[config.mk]
export PLATFORM = sky130hd
export DESIGN_NAME = cnt_down_timer
export DESIGN_NICKNAME = d
export VERILOG_FILES = /design/src/rtl/timer_pkg.sv /design/src/rtl/cnt60_updn.sv /design/src/rtl/cnt_down_timer.sv
export SDC_FILE = /design/constraint.sdc
export NUM_CORES = 1
export LEC_CHECK = 0
export CAP_MARGIN = 15
export CORE_MARGIN = 3
export CORE_UTILIZATION = 30
export DETAILED_ROUTE_END_ITERATION = 12
export SYNTH_ARGS = -nofsm -noshare
export SYNTH_HDL_FRONTEND = slang
export SYNTH_SLANG_ARGS = --single-unit
[constraint.sdc]
create_clock -name clk -period 2 [get_ports clk]
set_clock_uncertainty 0.1 [all_clocks]
set_input_delay 0.5 -clock clk [delete_from_list [all_inputs] [get_ports clk]]
set_output_delay 0.5 -clock clk [all_outputs]
set_load 0.01 [all_outputs]
[src/rtl/timer_pkg.sv]
// Shared types and digit limits for the mm:ss countdown timer.
package timer_pkg;

  typedef enum logic [1:0] {
    IDLE  = 2'd0,
    RUN   = 2'd1,
    PAUSE = 2'd2,
    ALARM = 2'd3
  } tstate_t;

  localparam int SEC_TENS_MAX = 5;
  localparam int ONES_MAX     = 9;
  localparam int ALARM_CNT_W  = 6;

endpackage

[src/rtl/cnt60_updn.sv]
// One mod-60 BCD digit pair (tens 0-5, ones 0-9) with increment, decrement and borrow out.
module cnt60_updn
  import timer_pkg::*;
(
  input  logic       clk,
  input  logic       n_rst,
  input  logic       clr,
  input  logic       inc,
  input  logic       dec,
  output logic [2:0] tens,
  output logic [3:0] ones,
  output logic       bo
);

  logic at_zero;

  assign at_zero = (tens == 3'd0) && (ones == 4'd0);
  // Borrow is combinational so the next pair down-chain decrements in the same edge.
  assign bo = dec && at_zero;

  always_ff @(posedge clk) begin
    // NOTE: state registers use non-blocking assignments so every flop samples pre-edge values.
    if (!n_rst || clr) begin
      tens <= 3'd0;
      ones <= 4'd0;
    end else if (dec) begin
      if (ones == 4'd0) begin
        ones <= 4'(ONES_MAX);
        tens <= (tens == 3'd0) ? 3'(SEC_TENS_MAX) : tens - 3'd1;
      end else begin
        ones <= ones - 4'd1;
      end
    end else if (inc) begin
      if (ones == 4'(ONES_MAX)) begin
        ones <= 4'd0;
        tens <= (tens == 3'(SEC_TENS_MAX)) ? 3'd0 : tens + 3'd1;
      end else begin
        ones <= ones + 4'd1;
      end
    end
  end

endmodule

[src/rtl/cnt_down_timer.sv]
// Kitchen-style mm:ss countdown timer: set with secup/minup, start/pause, alarm at 00:00.
module cnt_down_timer
  import timer_pkg::*;
#(
  parameter int ALARM_SEC = 10
) (
  input  logic       clk,
  input  logic       n_rst,
  input  logic       en1hz,
  input  logic       secup,
  input  logic       minup,
  input  logic       start,
  input  logic       clr,
  output logic [3:0] sec_ones,
  output logic [2:0] sec_tens,
  output logic [3:0] min_ones,
  output logic [2:0] min_tens,
  output logic       running,
  output logic       alarm
);

  tstate_t                state, state_nxt, state_fix;
  logic [ALARM_CNT_W-1:0] acnt, acnt_nxt;
  logic sec_inc, sec_dec, min_inc, sec_bo, min_bo;
  logic val_clr, val_clr_all, is_zero, one_left;

  assign is_zero  = (min_tens == 3'd0) && (min_ones == 4'd0) &&
                    (sec_tens == 3'd0) && (sec_ones == 4'd0);
  assign one_left = (min_tens == 3'd0) && (min_ones == 4'd0) &&
                    (sec_tens == 3'd0) && (sec_ones == 4'd1);

  always_comb begin
    // NOTE: every output gets a default first so no path leaves a latch behind.
    state_nxt = state;
    acnt_nxt  = '0;
    sec_inc   = 1'b0;
    sec_dec   = 1'b0;
    min_inc   = 1'b0;
    val_clr   = 1'b0;
    if (clr) begin
      state_nxt = IDLE;
      val_clr   = 1'b1;
    end else begin
      unique case (state)
        IDLE: begin
          sec_inc = secup;
          min_inc = minup;
          if (start && !is_zero) state_nxt = RUN;
        end
        RUN: begin
          sec_dec = en1hz;
          if (en1hz && one_left) state_nxt = ALARM;
          else if (start)        state_nxt = PAUSE;
        end
        PAUSE: begin
          if (start) state_nxt = RUN;
        end
        ALARM: begin
          acnt_nxt = acnt;
          if (start) begin
            state_nxt = IDLE;
          end else if (en1hz) begin
            if (acnt == ALARM_CNT_W'(ALARM_SEC - 1)) state_nxt = IDLE;
            else acnt_nxt = acnt + 1'b1;
          end
        end
        default: state_nxt = IDLE;
      endcase
    end
  end

  // A minutes borrow means 00:00 underflowed; recover to a clean IDLE rather than show 59:59.
  assign state_fix   = min_bo ? IDLE : state_nxt;
  assign val_clr_all = val_clr || min_bo;

  always_ff @(posedge clk) begin
    if (!n_rst) begin
      state <= IDLE;
      acnt  <= '0;
    end else begin
      state <= state_fix;
      acnt  <= (state_fix == ALARM) ? acnt_nxt : '0;
    end
  end

  cnt60_updn u_sec (
    .clk   (clk),
    .n_rst (n_rst),
    .clr   (val_clr_all),
    .inc   (sec_inc),
    .dec   (sec_dec),
    .tens  (sec_tens),
    .ones  (sec_ones),
    .bo    (sec_bo)
  );

  cnt60_updn u_min (
    .clk   (clk),
    .n_rst (n_rst),
    .clr   (val_clr_all),
    .inc   (min_inc),
    .dec   (sec_bo),
    .tens  (min_tens),
    .ones  (min_ones),
    .bo    (min_bo)
  );

  assign running = (state == RUN);
  assign alarm   = (state == ALARM);

endmodule

Yosys cells after proc, flatten, opt, wreduce, memory -nomap -nowiden
Index checks and enable logic that the tools add are counted.
Cells by class
  multiplexer cells: 37
  bitwise logic cells: 5
  $add $sub $neg: 9
  reductions and logical operators: 26
  equality and inequality tests: 12
Operators with widths (number)
  $mux W3: 12
  $mux W4: 8
  $mux W2: 9
  $logic_and A1 B1 Y1: 9
  $reduce_and A3 Y1: 3
  $add A4 B1 Y4 const B: 2
  $eq A4 B4 Y1 const B: 2
  $logic_not A4 Y1: 2
  $pmux W2 S4: 1
  $reduce_bool A2 Y1: 4
  $sub A4 B1 Y4 const B: 2
  $mux W1: 7
  $add A3 B1 Y3 const B: 2
  $add A6 B1 Y6 const B: 1
  $eq A2 B2 Y1 const B: 3
  $eq A3 B3 Y1 const B: 2
  $eq A6 B4 Y1 const B: 1
  $logic_not A3 Y1: 2
  $sub A3 B1 Y3 const B: 2
  $not A1 Y1: 5
  $eq A4 B1 Y1 const B: 1
  $ne A2 B2 Y1 const B: 2
  $reduce_or A4 Y1: 1
  $eq A2 B1 Y1 const B: 1
  3 further kinds: 5
Word-level totals
  word-level logic and storage cells: 95
  output and inout port bits: 16
  register bits: 22

Depth between registers and ports, before layout
Gate-level depths: netlist of run 1.
  depth after elaboration: 13
  depth in mapped cells: 7

By module
From an unflattened synthesis of run 1, not the netlist that was laid out.
Unflattened totals
  cell total of the unflattened synthesis: 172
  area, all modules: 1467.7 um2
Modules (own cells, without submodules)
  cnt60_updn: sequential area each 140.1 um2, area an instance 462.9 um2, cells an instance 56, instances 2
  cnt_down_timer: sequential area each 160.2 um2, area an instance 541.8 um2, cells an instance 60, instances 1

Worst setup path after synthesis of run 1
No wires, ideal clock.
  kind: input-to-reg
  start point: input port clr
  end point: register u_sec.tens[2]
  buffers on the path: 1
  data required time: 1.829 ns
  cell stages on the path: 6
  data arrival time: 1.887 ns
  slack: -0.057 ns
  cell sequence: nand4bb_1 > buf_2 > or3_1 > a211o_1 > or3_1 > a21oi_1
On the way
  word-level cells in the longest chain between the ends: 5
RTL lines
  start: declaration: line cnt_down_timer.sv:13  | input logic clr,
  parallel branches: the longest is 5 deep, another holds $reduce_and A3 Y1
  end signal: assignment: line cnt60_updn.sv:29  | tens <= (tens == 3'd0) ? 3'(SEC_TENS_MAX) : tens - 3'd1;
  end signal: assignment: line cnt60_updn.sv:36  | tens <= (tens == 3'(SEC_TENS_MAX)) ? 3'd0 : tens + 3'd1;
  end: declaration: line cnt60_updn.sv:10  | output logic [2:0] tens,
Several ways; the timed one is not identified.
A chain may end at the register's enable or synchronous reset.

Worst setup path after layout of run 1
  start point: register u_min.ones[0]
  end point: output port min_ones[0]
RTL lines
  start: declaration: line cnt60_updn.sv:11  | output logic [3:0] ones,
  start signal: assignment: line cnt60_updn.sv:28  | ones <= 4'(ONES_MAX);
  start signal: assignment: line cnt60_updn.sv:31  | ones <= ones - 4'd1;
  start signal: assignment: line cnt60_updn.sv:38  | ones <= ones + 4'd1;
  end: declaration: line cnt_down_timer.sv:16  | output logic [3:0] min_ones,
No word-level cell between the ends.

==> results.md, run 1 <==
* Total congestion overflow at 0
* Share of cells above drive strength 1 at between 20% and 30%
* Mapped Area at around 1400 um2
* Critical-path maximum fanout at 11
* Top cells by area, synth: dfxtp_1, nor2_1, a211oi_1
* Root Driver: clkbuf_8
* Die Span X at approximately 74 um
* Cell variety after synth at 44
* DP Wirelength at between 2000 and 3000 um
* Slew margin rel. at 69.1%
* Initial DRT Pass Iterations at 4
* Mux contribution to synthesized area at under 10%
* Clock sinks at 22
* CTS Buf Count at 3
* Core ar. at roughly 4400 um2
* FP Rows at 24
* WP data required at ~1.4 ns
* H-tree depth at 1
* Post-Synth Adder-Cell Area at roughly 1.8%
* Largest net degree at the start of global routing at 17
* Max-slew violation count at 0
* Warnings from Yosys at 0
* Final hold slack at 0.419 ns
* Clock Latency Late Sink at 0.27 ns
* Leakage at 0.744 nW
* Most frequent cells in the layout: buf_4, nor2_1, clkdlybuf4s50_1
* Setup TNS at 0 ns
* Post-route cell area at 2010 um2
* Tot GR Track Use at between 10% and 20%
* Die area at 5500 um2
* XOR/XNOR Fraction of Synth Area at 6.92%
* Post-synth top area cell: dfxtp_1
* Post-synth EDFFs at 0
* Register area share after synthesis at 31.6%
* Largest family of logic cells by synthesized area: simple AND/OR/NAND/NOR gates
* CP max stage cell: clkdlybuf4s50_1
* Maxcap violations at 0
* First-iteration detailed-routing DRC count at 83
* Post-synthesis simple-gate area fraction at 29.7%
* CP arrival at about 1.3 ns
* Post-DR wirelength/cell at 12.7 um
* Routed Antenna Nets at 0
* Worst-path cell chain: buf_4 -> clkdlybuf4s50_1
* Period utilization at between 90% and 100%
* Drt drc at 0
* Most common cell after layout, fill and taps aside: buf_4
* Top-area cell type share of the netlist area at 31.6%
* RD Place Congestion at 0.799
* Worst Max-Slew Pin Slew at 0.459 ns
* Initial antenna violation count at 0
* Syn Nets at 186
* Pwr Total at 0.876 mW
* IO buf count at 22
* Min-Delay Path Class: flop to flop
* First-pass GRT wire length at 5910 um
* PwrDens at 435 nW/um2
* Starting Density at approximately a third
* WS Path Type: flop to output port
* Longest Clk Path Bufs at 2
* Area growth, synth to finish at 44.7%
* Clk pin slew, worst setup/hold paths at ~0.09 ns
* Routed wire length at 3540 um
* Ys async rst share at 0%
* Critical path capture point type: output port
* Vias in the first global route at 1,285
* Ant. Diodes at 0
* TritonCTS clock tree: done
* Placed Area at 1880 um2
* Syn_area_per_cell at 7.87 um2
* Synth Register Bits at 22
* Hold Fails Final Rpt at 0
* I/O pin cnt at 23
* Vias per cell at ~5.2
* Chip height at 74.1 um
* Compound-Gate Fraction of Synth Area at approximately a fifth
* Vias after detailed routing at 1,460
* Critical Path Source Type: flop
* Cells after Synth at about 180
* Crit path time final at 1.93 ns
* Max frequency at 0.518 GHz
* Final nets at 237
* Finish-stage setup viols at 0
* Max incr delay on CP at 0.55 ns
* Status: finished clean
* Max VDD drop at 326 uV
* RSZ-0062 raised after global routing: no
* Post-synth top flop: dfxtp_1
## Yosys cell counts, types with 7 or more instances
| library cell | number |
|---|---|
| nor2_1 | 19 |
| nand2_1 | 13 |
| clkbuf_1 | 8 |
| a211oi_1 | 9 |
| xor2_1 | 7 |
| a21oi_1 | 10 |
| dfxtp_1 | 22 |
| nor3_1 | 7 |
| nand3_1 | 7 |
| inv_1 | 9 |
## kinds of logic (layout without fill, tap and decap cells)
kind of cell             Yosys count  after routing
buffers and inverters             20             70
XOR/XNOR                          11             11
AND/OR/NAND/NOR                   76             76
AO/OA/AOI/OAI                     42             42
adder cells (fa/ha/maj)            2              2
multiplexers                       4              4
flip-flops                        22             22
## per-stage QoR
step / setup slack (ns) / instances / util, %
floorplan: -0.00421 / 177 / -
global placement: -0.450 / 273 / 42.7
detailed placement: -0.520 / 273 / 42.7
CTS: 0.00425 / 278 / 44.6
global route: 0.00190 / 279 / 45.6
finish: 0.0680 / 279 / 45.6
## critical path: cells and delay by family, from the launching register on
family   cells  cell delay (ns)
buf+inv      2             0.72
flops        1             0.34
## final timing paths
kind                   end          start  depth (start not counted)  slack [ns]
min reg2reg        acnt[5]        acnt[5]                          2        0.42
max reg2reg  u_sec.tens[2]       state[1]                          5        0.15
max            min_ones[0]  u_min.ones[0]                          2        0.07
min                acnt[5]        acnt[5]                          2        0.42
## registers in the layout, summed over array words and instances, names as in the netlist
register    cells
acnt            6
state           2
u_sec.tens      3
u_sec.ones      4
u_min.tens      3
u_min.ones      4
## cell type report
type	count	area, um2
fill	442	2400
multi-input combinational	135	930
timing repair buffer	57	477
sequential	22	454
tap	52	65.1
clock buffer	4	55.1
inverter	9	33.8
## where the power goes
part	internal [mW]	switching [mW]
clock	0.176	0.160
combinational	0.0522	0.0455
sequential	0.438	0.00422
total	0.666	0.210
## what timing repair did
action                                  4_1_cts  5_1_grt
resized for setup                            14       11
hold buffers                                  0        0
hold endpoints to repair                      0        0
endpoints found under the setup margin       18       25
buffers inserted                              1        1
pin swaps                                     2        2
## layer usage
layer / up-vias / GRT usage [%] / part of all wire [%] / routed length, um
li1: 751 / - / - / -
met1: 671 / 18.5 / 48 / 1690
met2: 32 / 21.9 / 46 / 1650
met3: 6 / 3.24 / 4.6 / 161
met4: 0 / 3.22 / 1.2 / 41
met5: - / 0 / 0 / 0
Power figures use the tool's default switching activity.
==> run 2: changes to the inputs <==
Settings changed: SKIP_LAST_GASP set to 1, SLEW_MARGIN set to 5.
Clock period 2 ns to 1.7 ns, I/O delays scaled along.
==> run 2 against run 1 <==
Net effect: the run now ends with setup timing left; total power is 19% higher; cell area grew 12%; non-clock buffer count grew 17; first-iteration DRC count did not move; sequential share of layout area is 2.2 points lower; setup slack lost 0.17 ns; critical path depth increased by 4.
==> results.md, run 2 (synthesized netlist as in run 1, its figures left out) <==
* RSZ-0062 raised after global routing: yes
* Critical R2R Capture: u_sec.tens[2]
* Ant. Diodes at 0 (unchanged)
* Largest Register: acnt
* Layout fillers at 430 (-2.7%)
* Post-DR wirelength/cell at 12.8 um (+0.60%)
* RD Place Congestion at 0.785 (-1.8%)
* DP Wirelength at 2770 um (+6.1%)
* Routed Antenna Nets at 0 (unchanged)
* CTS Buf Count at 3 (unchanged)
* PwrDens at 462 nW/um2 (+6.3%)
* Crit-path most repeated cell: or3_1
* Critical path capture point type: flop
* Crit path time final at approximately 1.8 ns
* Starting Density at 31.5% (unchanged)
* Drt drc at 0 (unchanged)
* CP max stage cell: a211o_1
* Reg2reg start: state[1]
* Root Driver: clkbuf_8
* Setup slack, reg-to-reg at -0.10 ns (-0.25 ns)
* Top Registers: acnt: 6 flops, u_min.ones: 4 flops, u_sec.ones: 4 flops
* Placed Area at 2000 um2 (+6.0%)
* IO buf count at 22 (unchanged)
* Leakage at 0.926 nW (+24%)
* Area growth, synth to finish at 62.4%
* Slew margin rel. at 78.2% (+9.1 points)
* Worst Max-Slew Pin Slew at 0.325 ns (-0.135 ns)
* Routed wire length at 3780 um (+6.7%)
* TritonCTS clock tree: done
* Share of cells above drive strength 1 at 42.2% (+16 points)
* Largest net degree at the start of global routing at 17 (unchanged)
* Max reg flops at 6 (unchanged)
* Min-Delay Path Class: flop to flop
* Reg2Reg Depth at 5 (unchanged)
* Vias after detailed routing at 1,517 (+3.9%)
* Critical-path maximum fanout at 5 (-6)
* Max-slew violation count at 0 (unchanged)
* Status: complete, but fails checks
* Hold Path Sink: acnt[5]
* WP data required at 1.80 ns (+0.40 ns)
* Initial DRT Pass Iterations at 4 (unchanged)
* Max VDD drop at 357 uV (+9.4%)
* Final setup margin at -0.107 ns (-0.175 ns)
* Total congestion overflow at 0 (unchanged)
* Min-delay src: acnt[5]
* Clock sinks at 22 (unchanged)
* Worst hold path stage count at 2 (unchanged)
* Core ar. at 4410 um2 (unchanged)
* Clock Latency Late Sink at 0.26 ns (about the same)
* Initial antenna violation count at 0 (unchanged)
* Most common cell after layout, fill and taps aside: buf_4
* Vias per cell at 5.13 (-2.1%)
* Worst-path cell chain: clkdlybuf4s15_1 -> nand4bb_4 -> or3_1 -> a211o_1 -> or3_1 -> a21oi_2
* Longest Clk Path Bufs at 2 (unchanged)
* Tot GR Track Use at 14.5% (+0.88 points)
* Critical Path Source Type: primary input
* First-iteration detailed-routing DRC count at 83 (unchanged)
* Final nets at 254 (+7.2%)
* Vias in the first global route at 1,389 (+8.1%)
* Period utilization at 106%
* Die area at 5500 um2 (unchanged)
* Chip height at 74.1 um (unchanged)
* Failing checks: setup timing
* Post-route cell area at 2260 um2 (+12%)
* Hold Fails Final Rpt at 0 (unchanged)
* Die Span X at 74.1 um (unchanged)
* Max incr delay on CP at 0.33 ns (-0.22 ns)
* Most frequent cells in the layout: buf_4, nor2_1, dlygate4sd2_1
* Finish-stage setup viols at 5 (+5)
* Max frequency at 0.553 GHz
* Clk pin slew, worst setup/hold paths at 0.08 ns (about the same)
* WS Path Type: primary input to flop
* Maxcap violations at 0 (unchanged)
* H-tree depth at 1 (unchanged)
* I/O pin cnt at 23 (unchanged)
* FP Rows at 24 (unchanged)
* Final hold slack at 0.423 ns (+0.00414 ns)
* First-pass GRT wire length at 6380 um (+7.9%)
* CP arrival at 1.90 ns (+0.57 ns)
[run 2: worst max-delay path: cells and delay by family]
kind                   cells  cell delay, ns
AOI/OAI and AO/OA          2            0.45
and+or+nand+nor            3            0.78
buffers and inverters      1            0.25
[run 2: what timing repair did]
| action | CTS | global route |
|---|---|---|
| pin swaps | 3 | 6 |
| gates resized for setup | 49 | 31 |
| hold buffers | 0 | 0 |
| buffers inserted | 1 | 3 |
| setup endpoints to repair | 37 | 18 |
[run 2: worst max-delay path by stage]
stage               cells past startpoint       endpoint  startpoint
floorplan                               7  u_sec.tens[2]    state[1]
global placement                        6  u_sec.tens[2]         clr
detailed placement                      7  u_sec.tens[2]         clr
CTS                                     6  u_sec.tens[2]       secup
global route                            5  u_sec.tens[2]    state[1]
finish                                  6  u_sec.tens[2]       en1hz
[run 2: metrics by stage]
step | total power, mW | setup TNS, ns | instances | util [%] | setup WS, ns
floorplan | 0.583 | -2.70 | 177 | - | -0.191
global placement | 0.654 | -10.39 | 288 | 45.2 | -0.660
detailed placement | 0.654 | -10.76 | 288 | 45.2 | -0.708
CTS | 1.04 | -0.307 | 293 | 47.7 | -0.163
global route | 1.10 | -1.63 | 296 | 51.2 | -0.168
finish | 1.05 | -0.192 | 296 | 51.2 | -0.107
[run 2: cell type report]
class	instances	area [um2]	area share, %
tap	52	65.1	2.88
multi-input combinational	135	1030	45.7
inverter	9	33.8	1.49
clock buffer	4	55.1	2.43
timing repair buffer	74	616	27.2
sequential	22	459	20.3
[run 2: report_power, final]
part	internal [mW]	switching, mW
Clock	0.206	0.169
Sequential	0.515	0.00490
Combinational	0.0823	0.0687
Total	0.803	0.243
[run 2: layer usage]
| layer | global-route usage, % | share of wire [%] | vias to the layer above |
|---|---|---|---|
| li1 | - | - | 782 |
| met1 | 19.6 | 47 | 707 |
| met2 | 24.0 | 48 | 22 |
| met3 | 3.11 | 3.5 | 6 |
| met4 | 2.62 | 0.79 | 0 |
| met5 | 0 | 0 | - |
